--- config.mk ---
export PLATFORM = sky130hd
export DESIGN_NAME = datamover_engine_flat
export DESIGN_NICKNAME = d
export VERILOG_FILES = /design/src/rtl/datamover_engine_if.sv /design/src/rtl/datamover_engine.sv /design/src/flat_wrapper.sv
export SDC_FILE = /design/constraint.sdc
export NUM_CORES = 1
export LEC_CHECK = 0
export ABC_AREA = 1
export CAP_MARGIN = 10
export CORE_MARGIN = 2
export CORE_UTILIZATION = 30
export DETAILED_ROUTE_END_ITERATION = 8
export GPL_TIMING_DRIVEN = 0
export MAX_ROUTING_LAYER = met4
export SLEW_MARGIN = 20
export SYNTH_ARGS = -nofsm -noshare
export SYNTH_HDL_FRONTEND = slang
export SYNTH_SLANG_ARGS = --single-unit
--- constraint.sdc ---
create_clock -name clk_i -period 3.2 [get_ports clk_i]
set_input_delay 0.64 -clock clk_i [delete_from_list [all_inputs] [get_ports clk_i]]
set_output_delay 0.64 -clock clk_i [all_outputs]
set_load 0.03 [all_outputs]
--- src/rtl/datamover_engine_if.sv ---
// HWPE-Stream point-to-point interface.
// Carries one beat of data plus byte strobes with a valid/ready handshake.
// A beat transfers on a clock edge where valid and ready are both high.
//   source/master : produces valid, data, strb; consumes ready
//   sink/slave    : consumes valid, data, strb; produces ready
interface hwpe_stream_intf_stream #(
  parameter int unsigned DATA_WIDTH = 32
) ();

  localparam int unsigned STRB_WIDTH = DATA_WIDTH / 8;

  logic                  valid;
  logic                  ready;
  logic [DATA_WIDTH-1:0] data;
  logic [STRB_WIDTH-1:0] strb;

  modport source (output valid, output data, output strb, input  ready);
  modport sink   (input  valid, input  data, input  strb, output ready);
  modport master (output valid, output data, output strb, input  ready);
  modport slave  (input  valid, input  data, input  strb, output ready);

endinterface

--- src/rtl/datamover_engine.sv ---
// Datamover stream-processing stage.
// Forwards exactly ctrl_len_i beats from data_in to data_out through a
// 2-entry elastic buffer that registers the output, and reports job progress.
// Ports:
//   clk_i, rst_ni      clock, asynchronous active-low reset
//   clear_i            synchronous clear, same effect as reset
//   enable_i           local enable; low freezes handshakes, FSM and counters
//   ctrl_start_i       start pulse, honoured only in IDLE
//   ctrl_len_i         job length in beats, sampled on an accepted start
//   data_in            input stream (sink)
//   data_out           output stream (source)
//   flags_busy_o       high while a job is in RUN or DRAIN
//   flags_done_o       one-cycle pulse on job completion
//   flags_in_cnt_o     beats accepted in the current job
//   flags_out_cnt_o    beats emitted in the current job
module datamover_engine #(
  parameter int unsigned DW    = 32,
  parameter int unsigned CNT_W = 16
) (
  input  logic                  clk_i,
  input  logic                  rst_ni,
  input  logic                  clear_i,
  input  logic                  enable_i,
  input  logic                  ctrl_start_i,
  input  logic [CNT_W-1:0]      ctrl_len_i,
  hwpe_stream_intf_stream.sink   data_in,
  hwpe_stream_intf_stream.source data_out,
  output logic                  flags_busy_o,
  output logic                  flags_done_o,
  output logic [CNT_W-1:0]      flags_in_cnt_o,
  output logic [CNT_W-1:0]      flags_out_cnt_o
);

  localparam int unsigned SW = DW / 8;

  typedef enum logic [1:0] {
    IDLE  = 2'd0,
    RUN   = 2'd1,
    DRAIN = 2'd2,
    DONE  = 2'd3
  } state_e;

  state_e           state_q,   state_d;
  logic [CNT_W-1:0] len_q,     len_d;
  logic [CNT_W-1:0] in_cnt_q,  in_cnt_d;
  logic [CNT_W-1:0] out_cnt_q, out_cnt_d;
  logic [1:0]       count_q,   count_d;
  logic [DW-1:0]    dat0_q,    dat0_d;
  logic [DW-1:0]    dat1_q,    dat1_d;
  logic [SW-1:0]    strb0_q,   strb0_d;
  logic [SW-1:0]    strb1_q,   strb1_d;
  logic             busy_q,    busy_d;
  logic             done_q,    done_d;

  logic             pop;
  logic             push;
  logic             in_ready;

  // Slot 0 is always the head and drives data_out directly, so the output is
  // a pure register; slot 1 holds the second beat when the buffer is full.
  always_comb begin
    pop      = enable_i & (count_q != 2'd0) & data_out.ready;
    // A full buffer still accepts when the head leaves in the same cycle.
    in_ready = enable_i & (state_q == RUN) & (in_cnt_q < len_q) &
               ((count_q != 2'd2) | pop);
    push     = data_in.valid & in_ready;

    state_d   = state_q;
    len_d     = len_q;
    in_cnt_d  = in_cnt_q;
    out_cnt_d = out_cnt_q;
    count_d   = count_q;
    dat0_d    = dat0_q;
    dat1_d    = dat1_q;
    strb0_d   = strb0_q;
    strb1_d   = strb1_q;

    case ({push, pop})
      2'b10: begin
        if (count_q == 2'd0) begin
          dat0_d  = data_in.data;
          strb0_d = data_in.strb;
        end else begin
          dat1_d  = data_in.data;
          strb1_d = data_in.strb;
        end
        count_d = count_q + 2'd1;
      end
      2'b01: begin
        dat0_d  = dat1_q;
        strb0_d = strb1_q;
        count_d = count_q - 2'd1;
      end
      2'b11: begin
        if (count_q == 2'd1) begin
          dat0_d  = data_in.data;
          strb0_d = data_in.strb;
        end else begin
          dat0_d  = dat1_q;
          strb0_d = strb1_q;
          dat1_d  = data_in.data;
          strb1_d = data_in.strb;
        end
      end
      default: ;
    endcase

    if (push) in_cnt_d  = in_cnt_q  + CNT_W'(1);
    if (pop)  out_cnt_d = out_cnt_q + CNT_W'(1);

    if (enable_i) begin
      case (state_q)
        IDLE: begin
          if (ctrl_start_i) begin
            len_d     = ctrl_len_i;
            in_cnt_d  = '0;
            out_cnt_d = '0;
            state_d   = (ctrl_len_i == '0) ? DONE : RUN;
          end
        end
        RUN: begin
          if (in_cnt_q == len_q) state_d = DRAIN;
        end
        DRAIN: begin
          if ((out_cnt_q == len_q) && (count_q == 2'd0)) state_d = DONE;
        end
        DONE: begin
          state_d = IDLE;
        end
        default: state_d = IDLE;
      endcase
    end

    busy_d = (state_d == RUN) || (state_d == DRAIN);
    // Edge-detect the DONE entry so the pulse stays one cycle even if
    // enable_i holds the FSM in DONE.
    done_d = (state_d == DONE) && (state_q != DONE);

    if (clear_i) begin
      state_d   = IDLE;
      len_d     = '0;
      in_cnt_d  = '0;
      out_cnt_d = '0;
      count_d   = '0;
      dat0_d    = '0;
      dat1_d    = '0;
      strb0_d   = '0;
      strb1_d   = '0;
      busy_d    = 1'b0;
      done_d    = 1'b0;
    end
  end

  always_ff @(posedge clk_i or negedge rst_ni) begin
    if (!rst_ni) begin
      state_q   <= IDLE;
      len_q     <= '0;
      in_cnt_q  <= '0;
      out_cnt_q <= '0;
      count_q   <= '0;
      dat0_q    <= '0;
      dat1_q    <= '0;
      strb0_q   <= '0;
      strb1_q   <= '0;
      busy_q    <= 1'b0;
      done_q    <= 1'b0;
    end else begin
      state_q   <= state_d;
      len_q     <= len_d;
      in_cnt_q  <= in_cnt_d;
      out_cnt_q <= out_cnt_d;
      count_q   <= count_d;
      dat0_q    <= dat0_d;
      dat1_q    <= dat1_d;
      strb0_q   <= strb0_d;
      strb1_q   <= strb1_d;
      busy_q    <= busy_d;
      done_q    <= done_d;
    end
  end

  assign data_in.ready   = in_ready;
  assign data_out.valid  = (count_q != 2'd0);
  assign data_out.data   = dat0_q;
  assign data_out.strb   = strb0_q;
  assign flags_busy_o    = busy_q;
  assign flags_done_o    = done_q;
  assign flags_in_cnt_o  = in_cnt_q;
  assign flags_out_cnt_o = out_cnt_q;

endmodule

--- src/flat_wrapper.sv ---
// flat-port wrapper written by rule: the top's interface ports become plain ports
module datamover_engine_flat 
#(
  parameter int unsigned DW    = 32,
  parameter int unsigned CNT_W = 16
)
  (clk_i, rst_ni, clear_i, enable_i, ctrl_start_i, ctrl_len_i, flags_busy_o, flags_done_o, flags_in_cnt_o, flags_out_cnt_o, data_in_valid, data_in_data, data_in_strb, data_in_ready, data_out_valid, data_out_data, data_out_strb, data_out_ready);
  hwpe_stream_intf_stream #(.DATA_WIDTH(DW)) data_in_i ();
  hwpe_stream_intf_stream #(.DATA_WIDTH(DW)) data_out_i ();
  input  logic clk_i;
  input  logic rst_ni;
  input  logic clear_i;
  input  logic enable_i;
  input  logic ctrl_start_i;
  input  logic [CNT_W-1:0] ctrl_len_i;
  output logic flags_busy_o;
  output logic flags_done_o;
  output logic [CNT_W-1:0] flags_in_cnt_o;
  output logic [CNT_W-1:0] flags_out_cnt_o;
  input wire logic [$bits(data_in_i.valid)-1:0] data_in_valid;
  input wire logic [$bits(data_in_i.data)-1:0] data_in_data;
  input wire logic [$bits(data_in_i.strb)-1:0] data_in_strb;
  output wire logic [$bits(data_in_i.ready)-1:0] data_in_ready;
  output wire logic [$bits(data_out_i.valid)-1:0] data_out_valid;
  output wire logic [$bits(data_out_i.data)-1:0] data_out_data;
  output wire logic [$bits(data_out_i.strb)-1:0] data_out_strb;
  input wire logic [$bits(data_out_i.ready)-1:0] data_out_ready;
  assign data_in_i.valid = data_in_valid;
  assign data_in_i.data = data_in_data;
  assign data_in_i.strb = data_in_strb;
  assign data_in_ready = data_in_i.ready;
  assign data_out_valid = data_out_i.valid;
  assign data_out_data = data_out_i.data;
  assign data_out_strb = data_out_i.strb;
  assign data_out_i.ready = data_out_ready;
  datamover_engine #(.DW(DW), .CNT_W(CNT_W)) u_core (.clk_i(clk_i), .rst_ni(rst_ni), .clear_i(clear_i), .enable_i(enable_i), .ctrl_start_i(ctrl_start_i), .ctrl_len_i(ctrl_len_i), .data_in(data_in_i), .data_out(data_out_i), .flags_busy_o(flags_busy_o), .flags_done_o(flags_done_o), .flags_in_cnt_o(flags_in_cnt_o), .flags_out_cnt_o(flags_out_cnt_o));
endmodule
==> flow_summary.yaml, run 1 <==
global_route:
  antenna_found_initial: 0
  grt_pass1_wl_um: 33600
  first_global_vias: 6446
  grt_max_degree: 66
  grt_usage_pct: 18.0
  grt_overflow_total: 0
setup_path:
  rr_endpoint: "u_core.data_out.strb[1]"
  regToRegSetupSlack_ps: 270
  crit_path_end_kind: "output port"
  reg2reg_from: "u_core.flags_in_cnt_o[11]"
  rr_worst_depth: 12
  critPathMaxFanout: 10
  critPathKind: "in -> out"
  cp-start-kind: "primary input"
  cp_data_required_time_ps: 2560
  arrival_ps: 2410
  cp-startpoint: "enable_i"
floorplan:
  rows: 55
  die_w_um: 157
  start_util_pct: 30.7
  core_area_sq_um: 22700
  io_pins: 131
  die-height_um: 157
  die_area_sq_um: 24500
pwr:
  p_int_w: 0.00335
  pwr_density_cell_nw_per_um2: 511
  p_switching_w: 0.00144
  vdd_drop_max_mv: 0.317
  leakagePower_nw: 4.41
  seqPwrFrac_pct: 36.5
  power_w: 0.00479
  switching_share_pct: 30.0
  clkPwrFrac_pct: 44.2
  pwr-share-comb_pct: 19.4
sta:
  layout_setup_ws_ps: 152
  hold_violations: 0
  slew_headroom_pct: 54.1
  fmax_mhz: 328
  fin_tns_setup_ps: 0
  setup_viol: 0
  tightest_slew_ps: 689
  fin_skew_ps: 10.9
  rsz0062_at_grt: "true"
  drv_slew: 0
  min_period_ps: 3050
  fin_crit_sh_pct: 95.3
clock_network:
  clock_path_buffers: 2
  cts_tree: "yes"
  root_buffer: "clkbuf_16"
  numCtsBuffers: 17
  hold_buffers: 0
  cts.sinks: 126
  clk_latency_ps: 420
  clk_pin_slew_worst_paths_ps: 60
  cts_max_level: 4
layout:
  areaGrowthSynthToFinish_pct: 34.2
  final_net_count: 1147
  antenna_cells: 0
  drive_above_1_share_pct: 8.37
synthesis:
  synthTopCellsByArea: "dfrtp_1 (45%), inv_1 (9.3%), nand2_1 (9.1%)"
  synth_edf_count: 0
  synthTopCellsByCount: "inv_1 (173), nand2_1 (170), dfrtp_1 (126)"
  yosys.area.top_type: "dfrtp_1"
  ys_seq_area_share_pct: 45.2
  avgSynthCellArea_sq_um: 7.64
  synth_ff_type: "dfrtp_1"
  synth_fp_nets: 997
  netlist_area_sq_um: 6980
  async_flop_share_pct: 100
  ys_warn_count: 0
  netlist-cell-type-count: 38
  yosysTopAreaCellShare_pct: 45.2
  ys_ff_latch: 126
  yosysMostFrequentCell: "inv_1"
  netlist_instances: 913
placed_design:
  dp_slack_ps: -693
  port_buffers: 129
  gp_congestion: 0.889
  hpwl_um: 15100
detailed_routing:
  avgRoutedWirePerCell_um: 15.4
  drt-total-wl_um: 21000
  firstDrtPassIters: 4
  routed_via_density: 4.84
  ant_nets: 0
  initialDrtViolationCount: 384
  num_vias: 6581
  drc: 0
job:
  max_cap_viol_count: 0
hold_path:
  hold_class: "in -> async"
run_status:
  outcome: "finished clean"
-- worst max path at each step --
stage | endpoint | depth (start not counted) | slack (ps)
6_report | data_in_ready | 11 | 150
5_1_grt | u_core.data_out.strb[1] | 16 | -20
4_1_cts | u_core.data_out.data[31] | 14 | 0.8
3_5_place_dp | u_core.data_out.data[23] | 15 | -690
3_3_place_gp | u_core.flags_in_cnt_o[11] | 1 | -3810
2_1_floorplan | u_core.data_out.data[15] | 16 | 380
-- area by class of cell --
class | instances | area [sq um]
timing repair buffer | 134 | 1360
fill | 2295 | 13300
inverter | 181 | 682
buffer | 36 | 179
clock inverter | 14 | 206
sequential | 126 | 3150
tap | 285 | 357
multi-input combinational | 567 | 3010
clock buffer | 17 | 425
-- worst max-delay path, cell delays in order --
cell	delay (ps)
clkdlybuf4s50_1	580
nand2_1	80
clkinv_1	60
nand2_2	50
nor2_4	90
nand3_4	90
nor2_8	190
buf_6	180
nand2_1	90
inv_1	60
clkdlybuf4s15_2	280
-- cell families after synthesis --
family | synth area share, %
adder cells (fa/ha/maj) | 4.48
AND/OR/NAND/NOR | 26.1
XOR/XNOR | 0.628
buffers and inverters | 12.3
flip-flops | 45.2
AO/OA/AOI/OAI | 11.3
-- layer usage --
layer  share of wire (%)  GRT usage, %  wire length (um)  vias up
li1                    -             -                 -     3276
met1                  45          23.4              9530     3070
met2                  46          27.8              9700      219
met3                 7.4          4.82              1550       16
met4                 1.0          4.59               211        0
met5                   0             -                 0        -
-- registers in the layout, indices dropped and copies added, names as in the netlist --
register	flops
u_core.dat1_q	32
u_core.data_out.data	32
u_core.flags_in_cnt_o	16
u_core.flags_out_cnt_o	16
u_core.len_q	16
u_core.data_out.strb	4
u_core.strb1_q	4
u_core.count_q	2
u_core.state_q	2
u_core.flags_busy_o	1
u_core.flags_done_o	1
-- cell usage in the layout, fill, tap and decap left out, types with 5 or more instances in the layout --
master,count
inv_1,173
nand2_1,167
clkdlybuf4s50_1,127
dfrtp_1,125
nand3_1,108
o22ai_1,85
nor2_1,72
ha_1,24
nand4_1,23
o21ai_0,18
clkbuf_16,17
nor3_1,16
a21oi_1,14
buf_2,11
clkbuf_2,9
buf_4,7
o21ai_1,7
clkbuf_1,7
inv_2,6
xor2_1,5
buf_1,5
inv_6,5
-- power groups by stage --
stage / clock (W) / sequential [W] / combinational (W)
finish: 0.00212 / 0.00175 / 0.000927
global route: 0.00221 / 0.00176 / 0.00102
CTS: 0.00215 / 0.00175 / 0.000915
detailed placement: 0 / 0.00177 / 0.000903
global placement: 0 / 0.00178 / 0.000892
floorplan: 0 / 0.00189 / 0.000387
-- metrics by stage --
stage / util (%) / cells / instance area, sq um / hold slack (ps)
6_report: 41.3 / 1360 / 9370 / 126
5_1_grt: 41.3 / 1360 / 9370 / 169
4_1_cts: 41.0 / 1358 / 9310 / 163
3_5_place_dp: 38.1 / 1328 / 8660 / 497
3_3_place_gp: 38.0 / 1327 / 8630 / 494
2_1_floorplan: - / 913 / 6980 / 344
-- timing repair --
action                     CTS  global route
pin swaps                    0             1
setup endpoints to repair   67            61
resized for setup           13            18
buffers inserted             0             4
No activity file was read; power rests on OpenSTA's default activity.
==> run 2, diff against run 1 <==
- GPL_ROUTABILITY_DRIVEN: unset -> 0
==> results of run 2 <==
The final DEF is identical to that of run 1; final timing and power are the same.
==> run 3, diff against run 2 <==
- CORE_ASPECT_RATIO: unset -> 1.5
- TNS_END_PERCENT: unset -> 20
==> run 3 against run 2 <==
- total power fell by 3.9%
- sequential share of layout area is 0.068 points higher
- clock power down 9.9%
- clock skew decreased by 3.0 ps
- critical endpoint unchanged
==> flow_summary.yaml, run 3 (same netlist as run 1, synthesis figures left out) <==
global_route:
  grt_overflow_total: 0
  grt_pass1_wl_um: 34600
  grt_usage_pct: 18.5
  antenna_found_initial: 0
  grt_max_degree: 94
  first_global_vias: 6685
placed_design:
  port_buffers: 129
  placed_area_sq_um: 8650
  post-place-cells: 1323
  dp_slack_ps: -741
  hpwl_um: 15700
sta:
  tightest_slew_ps: 740
  setup_viol: 0
  rsz0062_at_grt: "false"
  layout_setup_ws_ps: 205
  fin_crit_sh_pct: 93.6
  drv_slew: 0
  fmax_mhz: 334
  hold_violations: 0
  fin_skew_ps: 7.88
  min_period_ps: 2990
  slew_headroom_pct: 50.6
setup_path:
  cp_data_required_time_ps: 2560
  slowest_stage: "dfrtp_1"
  critPathMaxFanout: 10
  critPathKind: "reg -> out"
  slowest_delay_ps: 450
  arrival_ps: 2350
  path_common_cell: "nand2_1"
  path_cells: "ha_1 -> nand2_1 -> nand2_1 -> nand2_1 -> nand3_4 -> nor2_8 -> buf_6 -> nand2_1 -> inv_1 -> clkdlybuf4s18_2"
  cp-start-kind: "flop"
  crit_path_end_kind: "output port"
clock_network:
  clock_path_buffers: 2
  clk_latency_ps: 420
  cts_tree: "yes"
  cts_max_level: 4
  root_buffer: "clkbuf_16"
  numCtsBuffers: 17
  hold_buffers: 0
  cts.sinks: 126
  clk_pin_slew_worst_paths_ps: 60
layout:
  final_net_count: 1148
  design_area_sq_um: 9350
  fin_cells: 1357
  antenna_cells: 0
  areaGrowthSynthToFinish_pct: 34.0
  final_util_pct: 40.7
  final_common_cell: "inv_1"
  final_cell_mix: "inv_1 (171), nand2_1 (167), clkdlybuf4s50_1 (126)"
  drive_above_1_share_pct: 8.64
detailed_routing:
  firstDrtPassIters: 7
  initialDrtViolationCount: 310
  routed_via_density: 4.90
  avgRoutedWirePerCell_um: 15.8
  ant_nets: 0
  drt-total-wl_um: 21400
  num_vias: 6650
  drc: 0
floorplan:
  die-height_um: 191
  rows: 68
  die_area_sq_um: 24500
  io_pins: 131
  core_area_sq_um: 23000
  start_util_pct: 30.4
  die_w_um: 129
pwr:
  pwr_density_cell_nw_per_um2: 492
  leakagePower_nw: 4.40
  power_w: 0.00460
  vdd_drop_max_mv: 0.339
job:
  max_cap_viol_count: 0
hold_path:
  hold_class: "in -> async"
run_status:
  outcome: "finished clean"
run 3: critical path, delay by kind of cell, from the launching register on:
kind | cells | cell delay [ps]
buffers and inverters | 3 | 520
adder cells (fa/ha/maj) | 1 | 350
flip-flops | 1 | 450
AND/OR/NAND/NOR | 6 | 610
run 3: path summary, 6_finish.rpt:
path	start	endpoint	slack (ps)	cells after the start
max	u_core.flags_in_cnt_o[13]	data_in_ready	210	10
max reg2reg	u_core.flags_in_cnt_o[13]	u_core.data_out.data[22]	290	14
min	rst_ni	u_core.flags_out_cnt_o[14]	70	1
max in group asynchronous	rst_ni	u_core.data_out.strb[2]	2360	2
min in group clk_i	u_core.data_out.strb[0]	u_core.data_out.strb[0]	510	2
min reg2reg	u_core.data_out.strb[0]	u_core.data_out.strb[0]	510	2
run 3: per-layer routing:
| layer | GRT usage (%) | wire, um | vias up |
|---|---|---|---|
| li1 | - | - | 3278 |
| met1 | 21.0 | 8840 | 3157 |
| met2 | 31.9 | 11000 | 178 |
| met3 | 3.45 | 899 | 37 |
| met4 | 7.86 | 592 | 0 |
| met5 | - | 0 | - |
run 3: timing repair:
action                                  CTS  global route
endpoints found under the setup margin   67            70
setup buffers                             0             3
pin swaps                                 0             3
gates resized for setup                  17            30
run 3: through the flow:
step	TNS, ps	hold slack, ps
finish	0	71.4
global route	0	76.9
CTS	0	68.0
detailed placement	-39900	495
global placement	-521110	494
floorplan	0	344
run 3: power breakdown:
part           internal, W  switching (W)  leakage (nW)
clock network      0.00118       0.000731         0.272
logic             0.000357       0.000579          2.41
registers          0.00169      0.0000652          1.71
run 3: area by class of cell:
class	count	area, sq um
tap	280	350
sequential	126	3150
buffer	38	200
fill	2361	13600
clock inverter	10	114
multi-input combinational	567	3040
clock buffer	22	464
timing repair buffer	133	1350
inverter	181	682
